--- src/rtl/morse_key_sequencer_if.sv ---
// Port bundle for morse_key_sequencer: raw key/confirm/clear inputs plus the letter history,
// the in-progress pattern and status flags.
interface morse_key_sequencer_if;
  logic        key;
  logic        confirm;
  logic        clear;
  logic [15:0] letter0;
  logic [15:0] letter1;
  logic [15:0] letter2;
  logic [15:0] letter3;
  logic [15:0] letter4;
  logic [15:0] cur_code;
  logic [2:0]  sym_count;
  logic [2:0]  letter_count;
  logic        commit;
  logic        overflow;
  logic        key_led;

  modport master (
    output key, confirm, clear,
    input  letter0, letter1, letter2, letter3, letter4,
    input  cur_code, sym_count, letter_count, commit, overflow, key_led
  );

  modport slave (
    input  key, confirm, clear,
    output letter0, letter1, letter2, letter3, letter4,
    output cur_code, sym_count, letter_count, commit, overflow, key_led
  );
endinterface

--- src/rtl/morse_key_sequencer.sv ---
// Single-key Morse entry: times presses/gaps, builds a dot/dash pattern and shifts committed
// letters into a 5-deep history. Define MORSE_WORD_SPACE_EN to push a blank after a long idle.
module morse_key_sequencer #(
  parameter int unsigned UNIT_CYC   = 250000,
  parameter int unsigned GLITCH_CYC = 5000,
  parameter int unsigned CNT_W      = 24
) (
  input  logic                  clock,
  input  logic                  reset,
  morse_key_sequencer_if.slave  bus
);

  typedef enum logic [1:0] {StIdle, StPress, StGap, StCommit} state_e;

  localparam logic [CNT_W-1:0] GlitchCyc = CNT_W'(GLITCH_CYC);
  localparam logic [CNT_W-1:0] DashCyc   = CNT_W'(2 * UNIT_CYC);
  localparam logic [CNT_W-1:0] GapCyc    = CNT_W'(3 * UNIT_CYC);
  localparam logic [CNT_W-1:0] CntMax    = '1;

  // Input synchronizers
  logic key_s1_q, key_s2_q;
  logic conf_s1_q, conf_s2_q, conf_prev_q;
  logic conf_edge;

  state_e           state_q, state_d;
  logic [CNT_W-1:0] cnt_q, cnt_d, cnt_inc;
  logic [15:0]      cur_q, cur_d;
  logic [2:0]       sym_q, sym_d;
  logic             ovf_q, ovf_d;
  logic [15:0]      hist_q [5];
  logic [2:0]       lcnt_q;
  logic             push;

`ifdef MORSE_WORD_SPACE_EN
  localparam logic [CNT_W-1:0] WordCyc = CNT_W'(7 * UNIT_CYC);
  logic armed_q;
`endif

  assign conf_edge = conf_s2_q & ~conf_prev_q;
  assign cnt_inc   = (cnt_q == CntMax) ? cnt_q : cnt_q + CNT_W'(1);

  always_ff @(posedge clock or negedge reset) begin
    if (!reset) begin
      key_s1_q    <= 1'b0;
      key_s2_q    <= 1'b0;
      conf_s1_q   <= 1'b0;
      conf_s2_q   <= 1'b0;
      conf_prev_q <= 1'b0;
    end else if (bus.clear) begin
      key_s1_q    <= 1'b0;
      key_s2_q    <= 1'b0;
      conf_s1_q   <= 1'b0;
      conf_s2_q   <= 1'b0;
      conf_prev_q <= 1'b0;
    end else begin
      key_s1_q    <= bus.key;
      key_s2_q    <= key_s1_q;
      conf_s1_q   <= bus.confirm;
      conf_s2_q   <= conf_s1_q;
      conf_prev_q <= conf_s2_q;
    end
  end

  always_comb begin
    state_d = state_q;
    cnt_d   = cnt_q;
    cur_d   = cur_q;
    sym_d   = sym_q;
    ovf_d   = ovf_q;
    push    = 1'b0;
    unique case (state_q)
      StIdle: begin
        if (key_s2_q) begin
          state_d = StPress;
          cnt_d   = '0;
        end else begin
          cnt_d = cnt_inc;
`ifdef MORSE_WORD_SPACE_EN
          if (armed_q && (cnt_q >= WordCyc)) begin
            state_d = StCommit;
            push    = 1'b1;
          end
`endif
        end
      end
      StPress: begin
        if (key_s2_q) begin
          cnt_d = cnt_inc;
        end else begin
          cnt_d   = '0;
          state_d = StGap;
          if (cnt_q < GlitchCyc) begin
            if (sym_q == 3'd0) state_d = StIdle;
          end else if (sym_q < 3'd4) begin
            cur_d = (cnt_q < DashCyc) ? {cur_q[13:0], 2'b10} : {cur_q[11:0], 4'b1110};
            sym_d = sym_q + 3'd1;
          end else begin
            ovf_d = 1'b1;
          end
        end
      end
      StGap: begin
        // Confirm outranks a simultaneous key-down
        if (conf_edge || (cnt_q >= GapCyc)) begin
          state_d = StCommit;
          push    = 1'b1;
        end else if (key_s2_q) begin
          state_d = StPress;
          cnt_d   = '0;
        end else begin
          cnt_d = cnt_inc;
        end
      end
      StCommit: begin
        state_d = StIdle;
        cnt_d   = '0;
      end
      default: state_d = StIdle;
    endcase
    if (push) begin
      cur_d = '0;
      sym_d = '0;
      ovf_d = 1'b0;
    end
  end

  // History shifts on the edge that enters COMMIT, so it is valid while commit is high
  always_ff @(posedge clock or negedge reset) begin
    if (!reset) begin
      state_q <= StIdle;
      cnt_q   <= '0;
      cur_q   <= '0;
      sym_q   <= '0;
      ovf_q   <= 1'b0;
      lcnt_q  <= '0;
      for (int i = 0; i < 5; i++) hist_q[i] <= '0;
    end else if (bus.clear) begin
      state_q <= StIdle;
      cnt_q   <= '0;
      cur_q   <= '0;
      sym_q   <= '0;
      ovf_q   <= 1'b0;
      lcnt_q  <= '0;
      for (int i = 0; i < 5; i++) hist_q[i] <= '0;
    end else begin
      state_q <= state_d;
      cnt_q   <= cnt_d;
      cur_q   <= cur_d;
      sym_q   <= sym_d;
      ovf_q   <= ovf_d;
      if (push) begin
        for (int i = 4; i > 0; i--) hist_q[i] <= hist_q[i-1];
        hist_q[0] <= cur_q;
        lcnt_q    <= (lcnt_q == 3'd5) ? 3'd5 : lcnt_q + 3'd1;
      end
    end
  end

`ifdef MORSE_WORD_SPACE_EN
  // Blank commits carry sym_count 0 and therefore disarm until the next real letter
  always_ff @(posedge clock or negedge reset) begin
    if (!reset) begin
      armed_q <= 1'b0;
    end else if (bus.clear) begin
      armed_q <= 1'b0;
    end else if (push) begin
      armed_q <= (sym_q != 3'd0);
    end
  end
`endif

  assign bus.letter0      = hist_q[0];
  assign bus.letter1      = hist_q[1];
  assign bus.letter2      = hist_q[2];
  assign bus.letter3      = hist_q[3];
  assign bus.letter4      = hist_q[4];
  assign bus.cur_code     = cur_q;
  assign bus.sym_count    = sym_q;
  assign bus.letter_count = lcnt_q;
  assign bus.commit       = (state_q == StCommit);
  assign bus.overflow     = ovf_q;
  assign bus.key_led      = key_s2_q;

endmodule

--- src/flat_wrapper.sv ---
// flat-port wrapper written by rule: the top's interface ports become plain ports
module morse_key_sequencer_flat 
#(
  parameter int unsigned UNIT_CYC   = 250000,
  parameter int unsigned GLITCH_CYC = 5000,
  parameter int unsigned CNT_W      = 24
)
  (clock, reset, bus_key, bus_confirm, bus_clear, bus_letter0, bus_letter1, bus_letter2, bus_letter3, bus_letter4, bus_cur_code, bus_sym_count, bus_letter_count, bus_commit, bus_overflow, bus_key_led);
  morse_key_sequencer_if bus_i ();
  input  logic clock;
  input  logic reset;
  input wire logic [$bits(bus_i.key)-1:0] bus_key;
  input wire logic [$bits(bus_i.confirm)-1:0] bus_confirm;
  input wire logic [$bits(bus_i.clear)-1:0] bus_clear;
  output wire logic [$bits(bus_i.letter0)-1:0] bus_letter0;
  output wire logic [$bits(bus_i.letter1)-1:0] bus_letter1;
  output wire logic [$bits(bus_i.letter2)-1:0] bus_letter2;
  output wire logic [$bits(bus_i.letter3)-1:0] bus_letter3;
  output wire logic [$bits(bus_i.letter4)-1:0] bus_letter4;
  output wire logic [$bits(bus_i.cur_code)-1:0] bus_cur_code;
  output wire logic [$bits(bus_i.sym_count)-1:0] bus_sym_count;
  output wire logic [$bits(bus_i.letter_count)-1:0] bus_letter_count;
  output wire logic [$bits(bus_i.commit)-1:0] bus_commit;
  output wire logic [$bits(bus_i.overflow)-1:0] bus_overflow;
  output wire logic [$bits(bus_i.key_led)-1:0] bus_key_led;
  assign bus_i.key = bus_key;
  assign bus_i.confirm = bus_confirm;
  assign bus_i.clear = bus_clear;
  assign bus_letter0 = bus_i.letter0;
  assign bus_letter1 = bus_i.letter1;
  assign bus_letter2 = bus_i.letter2;
  assign bus_letter3 = bus_i.letter3;
  assign bus_letter4 = bus_i.letter4;
  assign bus_cur_code = bus_i.cur_code;
  assign bus_sym_count = bus_i.sym_count;
  assign bus_letter_count = bus_i.letter_count;
  assign bus_commit = bus_i.commit;
  assign bus_overflow = bus_i.overflow;
  assign bus_key_led = bus_i.key_led;
  morse_key_sequencer #(.UNIT_CYC(UNIT_CYC), .GLITCH_CYC(GLITCH_CYC), .CNT_W(CNT_W)) u_core (.clock(clock), .reset(reset), .bus(bus_i));
endmodule
--- config.mk ---
export PLATFORM = sky130hd
export DESIGN_NAME = morse_key_sequencer_flat
export DESIGN_NICKNAME = d
export VERILOG_FILES = /design/src/rtl/morse_key_sequencer_if.sv /design/src/rtl/morse_key_sequencer.sv /design/src/flat_wrapper.sv
export SDC_FILE = /design/constraint.sdc
export NUM_CORES = 1
export LEC_CHECK = 0
export ABC_AREA = 1
export BUFFER_PORTS_ARGS = -buffer_cell sky130_fd_sc_hd__buf_2
export CORE_ASPECT_RATIO = 1.25
export CORE_MARGIN = 3
export CORE_UTILIZATION = 54
export CTS_CLUSTER_DIAMETER = 60
export DETAILED_ROUTE_END_ITERATION = 7
export GPL_ROUTABILITY_DRIVEN = 1
export GPL_TIMING_DRIVEN = 0
export PLACE_DENSITY = 0.87
export SYNTH_ARGS = -nofsm -noshare
export SYNTH_HDL_FRONTEND = slang
export SYNTH_SLANG_ARGS = --single-unit
export TNS_END_PERCENT = 100
--- constraint.sdc ---
create_clock -name clock -period 2.1 [get_ports clock]
set_input_delay 0.525 -clock clock [delete_from_list [all_inputs] [get_ports clock]]
set_output_delay 0.525 -clock clock [all_outputs]
set_load 0.005 [all_outputs]
# After elaboration in Yosys (flattened, before gate mapping)
# Cells that the tools add are included.
# op_classes
n_addsub	3
order_cmp	4
n_eq_ne	10
muxes	44
n_bitwise	2
n_reduce_logical	8
# op_table
cell	n
80-bit 2-to-1 mux	2
24-bit 2-to-1 mux	5
16-bit 2-to-1 mux	7
24-bit one-hot mux with 4 select lines	1
3-bit 2-to-1 mux	9
24-bit by 1-bit adder with 24-bit output, second input constant	1
24-bit equality test, second input constant	1
24-bit by 20-bit >= comparator with 1-bit output, second input constant	1
24-bit by 13-bit less-than comparator with 1-bit output, second input constant	1
24-bit by 19-bit less-than comparator with 1-bit output, second input constant	1
1-bit 2-to-1 mux	13
2-bit 2-to-1 mux	6
3-bit inequality test, second input constant	3
2-bit one-hot mux with 4 select lines	1
4-bit AND reduction	2
3-bit by 1-bit adder with 3-bit output, second input constant	2
3-bit by 2-bit inequality test with 1-bit output, second input constant	2
3-bit nonzero test	2
2-bit equality test, second input constant	2
3-bit equality test, second input constant	1
3-bit zero test	1
3-bit less-than comparator, second input constant	1
2-bit by 1-bit equality test with 1-bit output, second input constant	1
2-bit zero test	1
other kinds (4)	4
# word_totals
reg_bits	134

# Depth between registers and ports, before layout
# Gate-level depths: netlist of run 1.
# depth
ltp_word	8
mapped_depth	14
depth_no_buf	12

# Worst setup path after synthesis of run 1
# OpenSTA, ideal clock, no wires.
# synth_path
path_type	register to register
startpoint	register u_core.cnt_q[0]
endpoint	register u_core.cnt_q[1]
setup_time_ns	0.124
arrival_ns	1.517
path_slack_ns	0.460
path_stages_with_launch	10
path_buffers	0
period_less_slack_ns	1.640
path_cell_list	dfrtp_1 -> ha_1 -> nand2_1 -> nor2_4 -> nand2_1 -> nor2_1 -> nand2_1 -> clkinv_1 -> o21ai_0 -> o21ai_1
# synth_via
elab_chain_cells	6
# synth_lines
item	line	text
start, declared	morse_key_sequencer.sv:26	logic [CNT_W-1:0] cnt_q, cnt_d, cnt_inc;
start signal, assigned	morse_key_sequencer.sv:147	cnt_q <= cnt_d;
24-bit by 1-bit adder with 24-bit output / 24-bit equality test (equally long branches)	morse_key_sequencer.sv:40	assign cnt_inc = (cnt_q == CntMax) ? cnt_q : cnt_q + CNT_W'(1);
24-bit 2-to-1 mux	morse_key_sequencer.sv:40	
24-bit 2-to-1 mux	morse_key_sequencer.sv:73, morse_key_sequencer.sv:107	
24-bit 2-to-1 mux	morse_key_sequencer.sv:104	if (conf_edge || (cnt_q >= GapCyc)) begin
24-bit one-hot mux with 4 select lines	morse_key_sequencer.sv:71	unique case (state_q)
24-bit 2-to-1 mux	morse_key_sequencer.sv:137	end else if (bus.clear) begin
# Parallel ways exist; a longest one is shown, timed or not. The select of a mux whose other input is x is not followed.
# A chain may end at the register's enable or synchronous reset.

# Worst setup path in the final report of run 1
# layout_path
startpoint	register u_core.cnt_q[0]
endpoint	register u_core.cnt_q[7]
# Same word-level chain as after synthesis.

==> results.yml, run 1 <==
grt:
  antenna_found_initial: 0
  grt_max_degree: 68
  grt_pass1_vias: 5834
  grt_pass1_wl_um: 29000
  track_usage_pct: 27.2
  grt-ovfl-total: 0
run_status:
  status: "completed"
routing:
  wl_per_cell_um: 16.9
  via_count: 5655
  drt_iter0_drc: 422
  via_per_inst: 5.37
  drc: 0
  drt.antenna.violating_nets: 0
  finalWirelength_um: 17800
  drt-pass1-iter-count: 8
clock_tree:
  cts_tree: "done"
  clk_path_buf_depth: 2
  clk_pin_slew_worst_paths_ns: 0.06
  cts-root-buf: "clkbuf_16"
  cts_inserted_buffers: 17
  clock-sinks: 128
  clk_latency_ns: 0.43
  h-tree-depth: 4
  cts_setup_buffers: 0
  ctsHoldBuffers: 0
worst_hold_path:
  hp-class: "in -> async"
yosys:
  yosys_warnings: 0
  synth_edf_count: 0
  async_flop_share_pct: 100
  synth-seq-cells: 128
  synth_area_mm2: 0.00659
  synth_ff_type: "dfrtp_1"
  synth_cell_types: 36
  yosysSeqAreaShare_pct: 48.6
  synth_cells: 752
  syn_area_per_cell_um2: 8.76
placed_design:
  portBuffers: 102
  gp_routability_congestion: 0.893
  dp_slack_ns: 0.00864
  dp_hpwl_um: 12600
  place_area_mm2: 0.00735
critical_path:
  critPathArrivalTime_ns: 2.29
  path_buf_inv: 1
  crit_top_cell: "nand2_1"
  cp_cell_sequence: "ha_1, nand2_1, nor2_4, nand2_1, nor2_1, nand2_2, buf_2, nand2_1, nand2_1, nand2_1"
  cp_max_fo: 10
  worst_setup_path_end_kind: "flop"
  critical_path_class: "reg -> reg"
  critPathTopFamily: "simple AND/OR/NAND/NOR gates"
  cp-start-kind: "flop"
  crit_path_top_delay_cell: "dfrtp_2"
  max_stage_delay_ns: 0.41
  crit_required_ns: 2.46
sta:
  finalMaxSlewViolations: 0
  tightest_slew_ns: 0.608
  hold_ws_ns: 0.0638
  hold_viol: 0
  setup_viol: 0
  fin_crit_ns: 1.92
  layout_setup_ws_ns: 0.177
  slew_headroom_pct: 59.5
  rsz0062_at_grt: "no"
  post-route-period-util_pct: 91.6
  fmax_mhz: 520
  fin_skew_ns: 0.0151
  setup_tns_ns: 0
cells_and_area:
  layout-drive-gt1-share_pct: 28.0
  num_antenna_cells: 0
  finalNetCount: 888
  area_growth_pct: 20.4
  design_area_mm2: 0.00793
  fin_util_pct: 67.3
floorplanning:
  core.rowCount: 44
  die_area_mm2: 0.0136
  chipHeight_um: 129
  die_width_um: 105
  core_area_mm2: 0.0118
  io_pins: 110
  initial_core_util_pct: 55.9
pwr:
  leakagePower_nw: 4.01
  p_int_w: 0.00412
  p_sw_w: 0.00145
  p_sw_share_pct: 26.0
  clkPwrFrac_pct: 51.5
  peakVddDrop_mv: 0.692
  power_density_mw_per_mm2: 702
  power_frac_seq_pct: 44.7
  combPwrFrac_pct: 3.8
flow_run:
  cap_viol_max_count: 0
[cells in the mapped netlist, types with 2 or more instances]
cell	count	area, um^2
nand2_2	3	18.8
o21ai_0	25	125
nand4_1	13	81.3
nand2_1	219	822
nand3_1	37	185
nor3_1	2	10.0
inv_1	97	364
nor2_1	58	218
buf_4	12	90.1
ha_1	4	50.1
buf_6	8	90.1
nand3_2	4	40.0
dfrtp_1	128	3200
a21oi_2	3	26.3
o21ai_1	27	135
o22ai_2	47	588
nand2_4	2	22.5
nor2_4	2	22.5
xor2_1	14	123
buf_12	5	100
buf_2	12	60.1
xnor2_1	3	26.3
a21oi_1	7	35.0
inv_2	6	22.5
clkinv_1	3	11.3
[power groups by stage]
stage          registers, W  logic [W]  clock network, W
6_report            0.00249   0.000212           0.00286
5_1_grt             0.00249   0.000235           0.00297
4_1_cts             0.00249   0.000215           0.00287
3_5_place_dp        0.00253   0.000213                 0
3_3_place_gp        0.00253   0.000202                 0
2_1_floorplan       0.00253   0.000121                 0
[through the flow]
| stage | power (W) | instances |
|---|---|---|
| floorplan | 0.00265 | 757 |
| finish | 0.00557 | 1053 |
| CTS | 0.00557 | 1053 |
| global placement | 0.00274 | 1020 |
| global route | 0.00570 | 1053 |
| detailed placement | 0.00275 | 1021 |
[state kept, by name (all words and copies together) (netlist names)]
signal / count
u_core.conf_s2_q: 1
u_core.bus.letter_count: 3
u_core.bus.cur_code: 15
u_core.conf_prev_q: 1
u_core.bus.letter3: 15
u_core.state_q: 2
u_core.bus.sym_count: 3
u_core.conf_s1_q: 1
u_core.bus.key_led: 1
u_core.bus.letter0: 15
u_core.bus.letter2: 15
u_core.bus.overflow: 1
u_core.cnt_q: 24
u_core.bus.letter4: 15
u_core.key_s1_q: 1
u_core.bus.letter1: 15
[cell type report]
class / instances / area [um^2]
Tap cell: 161 / 201
Buffer: 38 / 344
Fill cell: 870 / 3850
Sequential cell: 128 / 3200
Inverter: 107 / 405
Clock buffer: 17 / 425
Timing Repair Buffer: 103 / 544
Clock inverter: 15 / 144
Multi-Input combinational cell: 484 / 2660
[repair_timing]
action / CTS / global route
pin swaps: 0 / 0
endpoints found under the hold margin: 0 / 0
resized for setup: 1 / 4
setup endpoints to repair: 1 / 21
cloned: 0 / 0
[cell families after synthesis]
kind of cell | count (synthesis) | synth area share, %
simple gates | 346 | 22.8
buf+inv | 145 | 11.3
flops | 128 | 48.6
compound gates | 111 | 14.2
xor+xnor | 17 | 2.26
fa+ha+maj | 4 | 0.760
other cells | 1 | 0.0569
[layout by cell type, fill, tap and decap left out, drive strengths merged, types with 3 or more instances in the layout]
cell,count
clkbuf,18
ha,4
buf,140
a21oi,11
inv,114
dfrtp,128
o22ai,47
xnor2,3
o21ai,52
nand4,13
nand2,225
conb,6
xor2,14
nor2,62
clkinv,7
nand3,42
nor3,3
[final timing paths]
path,slack (ns),to,startpoint,depth (start not counted)
setup reg to reg,0.18,u_core.cnt_q[7],u_core.cnt_q[0],10
min in group clock,0.29,u_core.conf_s1_q,bus_confirm,3
hold / removal,0.06,u_core.cnt_q[14],reset,1
setup / recovery,0.18,u_core.cnt_q[7],u_core.cnt_q[0],10
max in group asynchronous,1.30,u_core.bus.cur_code[7],reset,2
hold reg to reg,0.46,u_core.conf_s2_q,u_core.conf_s1_q,2
[layer usage]
metal  GRT usage, %  vias to the layer above  wire, um
met4           14.1                        0       601
met2           48.3                      220      9310
met3           6.63                       58      1040
met5              0                        -         0
li1               -                     2633         -
met1           30.5                     2744      6810
Power figures use the tool's default switching activity.
==> inputs of run 2 (changes only) <==
Settings changed: REMOVE_ABC_BUFFERS set to 1.
==> results.yml, run 2 (same netlist as run 1, synthesis figures left out) <==
run_status:
  status: "complete, but fails checks"
  violations: "hold timing, setup timing"
routing:
  via_per_inst: 5.86
  drt-pass1-iter-count: 6
  dr_wl_met2_um: 9650
  via_count: 6090
  wl_met1_um: 6670
  drc: 0
  wl_met3_um: 2050
  drt_iter0_drc: 622
  finalWirelength_um: 19400
  top_layer_used: "met4"
  wl_per_cell_um: 18.7
  drt.antenna.violating_nets: 0
cells_and_area:
  num_antenna_cells: 0
  largest_register_ffs: 24
  layout_commonest_cell: "nand2_1"
  regMostFlops: "u_core.cnt_q"
  seq_area_mm2: 0.00321
  nFillCells: 824
  mostFrequentLayoutCells: "217 x nand2_1, 126 x dfrtp_1, 102 x buf_2"
  multi_input_area_mm2: 0.00281
  area_growth_pct: 20.9
  layout-drive-gt1-share_pct: 27.7
  finalNetCount: 874
critical_path:
  ff2ff_path_depth: 8
  r2r_setup_slack_ns: -0.04
  critPathArrivalTime_ns: 2.42
  critical_path_class: "reg -> reg"
  r2r_end: "u_core.bus.letter_count[2]"
  startpoint: "u_core.cnt_q[23]"
  cp-start-kind: "flop"
  cp_max_fo: 17
  r2r-start: "u_core.cnt_q[23]"
  worst_setup_path_end_kind: "flop"
  crit_required_ns: 2.37
sta:
  post-route-period-util_pct: 102
  finalMaxSlewViolations: 0
  setup_tns_ns: -0.0669
  layout_setup_ws_ns: -0.0447
  fin_crit_ns: 2.14
  fmax_mhz: 466
  hold_ws_ns: -0.00780
  tightest_slew_ns: 0.862
  fin_skew_ns: 0.00740
  slew_headroom_pct: 42.3
  hold_viol: 4
  setup_viol: 2
grt:
  grt-ovfl-total: 0
  grt_pass1_wl_um: 27500
  track_usage_pct: 25.4
  grt_max_degree: 94
  grt_pass1_vias: 5688
  antenna_found_initial: 0
pwr:
  peakVddDrop_mv: 0.555
  power_density_mw_per_mm2: 710
  leakagePower_nw: 3.95
  total_power_w: 0.00565
worst_hold_path:
  hp-class: "in -> async"
placed_design:
  portBuffers: 103
  dp_hpwl_um: 10100
  gp_routability_congestion: 0.946
  dp_slack_ns: -0.249
clock_tree:
  cts_tree: "done"
  clk_latency_ns: 0.43
  clk_pin_slew_worst_paths_ns: 0.06
  cts-root-buf: "clkbuf_16"
  cts_inserted_buffers: 17
  ctsHoldBuffers: 0
  h-tree-depth: 4
  clk_path_buf_depth: 2
  clock-sinks: 128
floorplanning:
  io_pins: 110
  core_area_mm2: 0.0118
  die_width_um: 105
  core.rowCount: 44
  initial_core_util_pct: 55.9
  die_area_mm2: 0.0136
  chipHeight_um: 129
flow_run:
  cap_viol_max_count: 0
## run 2: cell type report
class / instances / area share (%)
clock inverters: 14 / 1.96
well taps: 161 / 2.53
inverters: 107 / 5.23
multi-input cells: 489 / 35.2
flip-flops and latches: 128 / 40.3
clock buffers: 18 / 5.39
repair buffers: 122 / 9.38
## run 2: worst max-delay path, cell delays in order, from the launching register on
cell     delay, ns
dfrtp_1       0.44
nor2_2        0.15
nand3_2       0.22
nor2_2        0.19
nand3_2       0.16
nand2_8       0.15
nand2_8       0.12
nand2_4       0.37
o21ai_0       0.19
## run 2: timing repair
| item | 4_1_cts | 5_1_grt |
|---|---|---|
| pin swaps | 2 | 8 |
| gates resized for setup | 6 | 19 |
| cloned | 2 | 4 |
| endpoints found under the setup margin | 69 | 95 |
| buffers inserted | 0 | 16 |
## run 2: power breakdown
| part | switching [W] | leakage, nW | internal (W) |
|---|---|---|---|
| combinational | 0.000158 | 1.90 | 0.0000638 |
| clock | 0.00118 | 0.274 | 0.00176 |
| sequential | 0.0000121 | 1.78 | 0.00248 |
| total | 0.00135 | 3.95 | 0.00430 |
## run 2: metrics by stage
stage | cells | util, % | cell area, um^2
floorplan | 719 | - | 6260
CTS | 1019 | 65.1 | 7670
finish | 1039 | 67.6 | 7960
global route | 1039 | 67.6 | 7960
detailed placement | 985 | 59.8 | 7040
global placement | 983 | 59.2 | 6980
## run 2: layer usage
metal  GRT usage, %  vias up
met3           7.72      122
met5              0        -
met2           43.8      460
met1           29.3     2896
li1               -     2612
met4           11.4        0
## run 2: how the worst max path moves through the flow
stage                                      end  depth (start not counted)
finish              u_core.bus.letter_count[2]                          8
global route            u_core.bus.cur_code[7]                         11
CTS                            u_core.cnt_q[1]                         10
detailed placement             u_core.cnt_q[1]                          9
global placement        u_core.bus.letter0[11]                         10
floorplan               u_core.bus.letter0[12]                         10
